File: src/rtl/change_dispenser.sv
// change_dispenser: pays owed change (in nickel units) to the coin hopper as a
// series of valid/ready coin offers, dimes first while at least two nickels
// remain owed and dimes are available, otherwise nickels. A payout that cannot
// be completed from the tubes is aborted with a sticky fault, leaving paid at
// the partial amount.
module change_dispenser #(
  parameter int AMT_W      = 4,
  parameter int GAP_CYCLES = 2
) (
  input  logic             clk,
  input  logic             rst,
  input  logic             start,
  input  logic [AMT_W-1:0] amount,
  output logic [1:0]       coin,
  output logic             coin_valid,
  input  logic             coin_ready,
  input  logic             dime_empty,
  input  logic             nick_empty,
  output logic             busy,
  output logic             done,
  output logic             fault,
  output logic [AMT_W-1:0] paid
);

  // Controller states
  localparam logic [2:0] S_IDLE   = 3'd0;
  localparam logic [2:0] S_SELECT = 3'd1;
  localparam logic [2:0] S_OFFER  = 3'd2;
  localparam logic [2:0] S_GAP    = 3'd3;
  localparam logic [2:0] S_DONE   = 3'd4;
  localparam logic [2:0] S_FAULT  = 3'd5;

  // Coin codes shared with the coin-input bus
  localparam logic [1:0] COIN_NONE   = 2'b00;
  localparam logic [1:0] COIN_NICKEL = 2'b01;
  localparam logic [1:0] COIN_DIME   = 2'b10;

  // Gap counter must hold GAP_CYCLES; keep at least one bit when no gap is used
  localparam int GAP_W = (GAP_CYCLES < 1) ? 1 : $clog2(GAP_CYCLES + 1);
  localparam logic [GAP_W-1:0] GAP_LOAD = GAP_W'(GAP_CYCLES);

  // Value of a coin code in nickel units
  function automatic logic [AMT_W-1:0] coin_value(input logic [1:0] c);
    logic [AMT_W-1:0] v;
    case (c)
      COIN_DIME:   v = AMT_W'(2);
      COIN_NICKEL: v = AMT_W'(1);
      default:     v = '0;
    endcase
    return v;
  endfunction

  // Greedy coin choice for a non-zero remainder; COIN_NONE means no coin fits.
  // The compare is done one bit wider so the constant 2 survives narrow AMT_W.
  function automatic logic [1:0] pick_coin(input logic [AMT_W-1:0] rem,
                                           input logic             d_empty,
                                           input logic             n_empty);
    logic [1:0] c;
    c = COIN_NONE;
    if (({1'b0, rem} >= (AMT_W + 1)'(2)) && !d_empty) begin
      c = COIN_DIME;
    end else if ((rem != '0) && !n_empty) begin
      c = COIN_NICKEL;
    end
    return c;
  endfunction

  logic [2:0]       state_q,  state_d;
  logic [AMT_W-1:0] remain_q, remain_d;
  logic [AMT_W-1:0] paid_q,   paid_d;
  logic [1:0]       coin_q,   coin_d;
  logic             valid_q,  valid_d;
  logic             busy_q,   busy_d;
  logic             done_q,   done_d;
  logic             fault_q,  fault_d;
  logic [GAP_W-1:0] gap_q,    gap_d;
  logic [1:0]       sel_coin;

  assign sel_coin = pick_coin(remain_q, dime_empty, nick_empty);

  // Next-state and next-output computation for the payout sequencer
  always_comb begin
    state_d  = state_q;
    remain_d = remain_q;
    paid_d   = paid_q;
    coin_d   = coin_q;
    valid_d  = valid_q;
    busy_d   = busy_q;
    done_d   = 1'b0;
    fault_d  = fault_q;
    gap_d    = gap_q;

    case (state_q)
      S_IDLE: begin
        if (start) begin
          remain_d = amount;
          paid_d   = '0;
          fault_d  = 1'b0;
          busy_d   = 1'b1;
          state_d  = S_SELECT;
        end
      end

      // Tube flags only matter here; a coin once offered is never changed
      S_SELECT: begin
        if (remain_q == '0) begin
          done_d  = 1'b1;
          busy_d  = 1'b0;
          state_d = S_DONE;
        end else if (sel_coin != COIN_NONE) begin
          coin_d  = sel_coin;
          valid_d = 1'b1;
          state_d = S_OFFER;
        end else begin
          fault_d = 1'b1;
          busy_d  = 1'b0;
          state_d = S_FAULT;
        end
      end

      // Hold the offer until the hopper takes it; count it only when taken
      S_OFFER: begin
        if (coin_ready) begin
          remain_d = remain_q - coin_value(coin_q);
          paid_d   = paid_q + coin_value(coin_q);
          valid_d  = 1'b0;
          coin_d   = COIN_NONE;
          if (GAP_CYCLES == 0) begin
            state_d = S_SELECT;
          end else begin
            gap_d   = GAP_LOAD;
            state_d = S_GAP;
          end
        end
      end

      S_GAP: begin
        if (gap_q <= GAP_W'(1)) begin
          gap_d   = '0;
          state_d = S_SELECT;
        end else begin
          gap_d = gap_q - GAP_W'(1);
        end
      end

      S_DONE:  state_d = S_IDLE;
      S_FAULT: state_d = S_IDLE;
      default: state_d = S_IDLE;
    endcase
  end

  // State and output registers; reset returns every output to idle values
  always_ff @(posedge clk) begin
    if (rst) begin
      state_q  <= S_IDLE;
      remain_q <= '0;
      paid_q   <= '0;
      coin_q   <= COIN_NONE;
      valid_q  <= 1'b0;
      busy_q   <= 1'b0;
      done_q   <= 1'b0;
      fault_q  <= 1'b0;
      gap_q    <= '0;
    end else begin
      state_q  <= state_d;
      remain_q <= remain_d;
      paid_q   <= paid_d;
      coin_q   <= coin_d;
      valid_q  <= valid_d;
      busy_q   <= busy_d;
      done_q   <= done_d;
      fault_q  <= fault_d;
      gap_q    <= gap_d;
    end
  end

  assign coin       = coin_q;
  assign coin_valid = valid_q;
  assign busy       = busy_q;
  assign done       = done_q;
  assign fault      = fault_q;
  assign paid       = paid_q;

endmodule

File: config.mk
export PLATFORM = sky130hd
export DESIGN_NAME = change_dispenser
export DESIGN_NICKNAME = d
export VERILOG_FILES = /design/src/rtl/change_dispenser.sv
export SDC_FILE = /design/constraint.sdc
export NUM_CORES = 1
export LEC_CHECK = 0
export BUFFER_PORTS_ARGS = -buffer_cell sky130_fd_sc_hd__buf_2
export CORE_MARGIN = 3
export CORE_UTILIZATION = 53
export CTS_BUF_LIST = sky130_fd_sc_hd__clkbuf_16
export CTS_CLUSTER_DIAMETER = 50
export DETAILED_ROUTE_END_ITERATION = 12
export PLACE_DENSITY = 0.77
export SYNTH_ARGS = -nofsm -noshare
export SYNTH_HDL_FRONTEND = slang
export SYNTH_SLANG_ARGS = --single-unit
export TNS_END_PERCENT = 1
File: constraint.sdc
create_clock -name clk -period 1.8 [get_ports clk]
set_clock_uncertainty 0.05 [all_clocks]
set_input_delay 0.18 -clock clk [delete_from_list [all_inputs] [get_ports clk]]
set_output_delay 0.18 -clock clk [all_outputs]
set_load 0.03 [all_outputs]
==> metrics.md <==
| Metric | Value |
|---|---|
| Post-DRT Antenna Nets | 0 |
| Hold path start | dime_empty |
| Hold Violations, Final | 0 |
| Synthesized cell area | 1025 um2 |
| Primary FF master, synth | dfxtp_1 |
| Gate Count Post-Synth | 116 |
| CP Max Fanout | 4 |
| Max clock buf depth | 2 |
| Met3 Wirelength | 113 um |
| Pleak | 0.0005480 uW |
| Setup ws final | 0.1218 ns |
| Syn. warnings | 0 |
| Average size of a mapped cell | 8.834 um2 |
| CP Launch Type | flip-flop |
| Yosys top cell area share | 0.3712 |
| Status | completed |
| Most instantiated library cell after synthesis | dfxtp_1 |
| Synth top cells by count | dfxtp_1 (19), nor2_1 (17), nand2_1 (7) |
| Fmax | 0.5959 GHz |
| Setup Viol. Count Final | 0 |
| Max VDD drop | 975.3 uV |
| Drt first pass iters | 4 |
| Routed vias/inst | 5.638 |
| Met1 Wirelength | 973 um |
| Vias in the first global route | 842 |
| CTS tree | built |
| Slew Limit Fails | 0 |
| Syn Nets | 132 |
| R2R cell count | 6 |
| Post-DP HPWL | 1.596 mm |
| Post-synthesis sequential area ratio | 0.3712 |
| Initial antenna violation count | 0 |
| Min-Delay Path Class | input pin to flip-flop |
| Global-route wire length before repair | 3.622 mm |
| WHS Path Cells | 4 |
| Crit path required time | 1.88 ns |
| Post-synth ARST share | 0 |
| ANT cells | 0 |
| Critical Path Sink Type | flip-flop |
| Count of input and output buffers | 19 |
| Clk_lat worst skew | 0.25 ns |
| Dpl ws | 0.03310 ns |
| Setup tns final | 0 ns |
| Top cells by area, synth | dfxtp_1 (37%), nor2_1 (6.2%), ha_1 (4.9%) |
| Unique cell type count in the Yosys netlist | 41 |
| Crit path kind | flip-flop to flip-flop |
| Die height | 49.97 um |
| Slew HR | 0.7438 |
| Vias | 919 |
| Residual DRC | 0 |
| Wire per inst | 13.01 um |
| Fraction of layout instances using a drive strength above 1 | 0.2464 |
| Rows | 15 |
| Initial drt markers | 15 |
| Placer Congestion | 0.8180 |
| Max-Cap Viols | 0 |
| Period minus WS final | 1.678 ns |
| Synth-to-Final Area Change | 20.02% |
| Num CTS Buffers | 3 |
| H-tree Lvls | 1 |
| Worst R2R End | remain_q[1] |
| RR Startpoint | coin[1] |
| Met2 routed WL | 1.001 mm |
| Synthesized flop and latch total | 19 |
| Detailed Route WL | 2.121 mm |
| Leading area contributor after synthesis | dfxtp_1 |
| Die Footprint | 2497 um2 |
| Top sig layer | met4 |
| # clock sinks | 19 |
| Largest net degree at the start of global routing | 17 |
| Post-CTS Hold Fix Bufs | 0 |
| Post-synth EDFFs | 0 |
| Flop2flop setup slack | 0.12 ns |
| Worst-margin pin slew | 0.3789 ns |
| Clk pin slew, worst setup/hold paths | 0.05 ns |
| Final worst-path cycle share | 0.9323 |
| GR Overflow Total | 0 |
| RSZ-0062 raised after global routing | false |
| Nets | 155 |
| Die width | 49.97 um |
| CTS root buffer | clkbuf_16 |
| Arrival @ worst endpoint | 1.76 ns |
| I/O pin total | 20 |
| Core ar. | 1783 um2 |
| Initial Util | 0.5747 |
| Pwr/cell area | 1030 nW/um2 |
| WHS Endpoint | coin[1] |
| Overall Global Routing Usage | 0.1939 |
per-stage QoR:
step / util / area [um2] / hold WS [ns] / power [uW] / std cells
global placement: 0.6414 / 1144 / 0.4009 / 823.4 / 159
global route: 0.6898 / 1230 / 0.2482 / 1346 / 163
detailed placement: 0.6414 / 1144 / 0.4172 / 830.1 / 159
floorplan: - / 1025 / 0.3136 / 752.1 / 116
finish: 0.6898 / 1230 / 0.2069 / 1267 / 163
CTS: 0.6856 / 1222 / 0.2013 / 1281 / 163
area by class of cell:
type	count	area [um2]
Multi-Input combinational cell	86	588.1
Timing Repair Buffer	24	132.6
Tap cell	25	31.28
Fill cell	150	553.0
Inverter	5	18.77
Clock inverter	1	3.754
Sequential cell	19	380.4
Clock buffer	3	75.07
report_power, final:
| group | internal [uW] | switching [uW] | total [uW] |
|---|---|---|---|
| Clock | 295 | 144 | 439 |
| Sequential | 462 | 42.4 | 505 |
| Combinational | 134 | 189 | 323 |
worst max-delay path by stage:
stage          startpoint          end  slack (ns)  cells after the start
4_1_cts           coin[0]  remain_q[1]        0.04                      6
3_5_place_dp      coin[0]  remain_q[1]        0.03                      6
6_report          coin[1]  remain_q[1]        0.12                      6
2_1_floorplan     coin[1]  remain_q[1]        0.02                      6
5_1_grt           coin[0]  remain_q[1]        0.02                      6
3_3_place_gp      coin[0]  remain_q[1]        0.20                      6
worst max-delay path, cell delays in order, from the launching register on:
cell	delay (ns)
dfxtp_1	0.42
nor2b_4	0.07
ha_1	0.21
fa_1	0.49
nor2_1	0.04
a211oi_1	0.21
a211oi_1	0.07
cells in the final DEF (no fill, tap or decap), types with 2 or more instances in the layout:
| master | n |
|---|---|
| dfxtp_1 | 19 |
| buf_2 | 19 |
| nor2_1 | 17 |
| nand2_1 | 7 |
| inv_1 | 6 |
| a21oi_1 | 6 |
| o21ai_0 | 6 |
| a211oi_1 | 6 |
| buf_4 | 5 |
| ha_1 | 4 |
| nand2b_1 | 3 |
| nand3_1 | 3 |
| clkbuf_16 | 3 |
| nor3b_1 | 2 |
| a22oi_1 | 2 |
| xor2_1 | 2 |
| nor3_1 | 2 |
| fa_1 | 2 |
registers in the layout, summed over array words and instances (netlist names):
register	cells
coin_valid	1
state_q	3
fault	1
busy	1
remain_q	4
gap_q	2
done	1
coin	2
paid	4
repair_timing:
item / CTS / global route
setup endpoints to repair: 0 / 1
buffers inserted: 0 / 0
resized for setup: 0 / 2
kinds of logic after synthesis:
| family | Yosys count | synth area share |
|---|---|---|
| and+or+nand+nor | 46 | 0.2357 |
| AOI/OAI and AO/OA | 30 | 0.2051 |
| DFF | 19 | 0.3712 |
| buffers and inverters | 11 | 0.06227 |
| adders and majority gates | 6 | 0.08792 |
| xor gates and xnor gates | 2 | 0.01710 |
| muxes | 2 | 0.02076 |
per-layer routing:
layer | global-route usage | vias to the layer above
met3 | 0.06647 | 4
met4 | 0.09217 | 0
met1 | 0.2285 | 431
met5 | 0 | -
met2 | 0.3128 | 26
li1 | - | 458
Note: power is estimated with default switching activity, not from simulation.
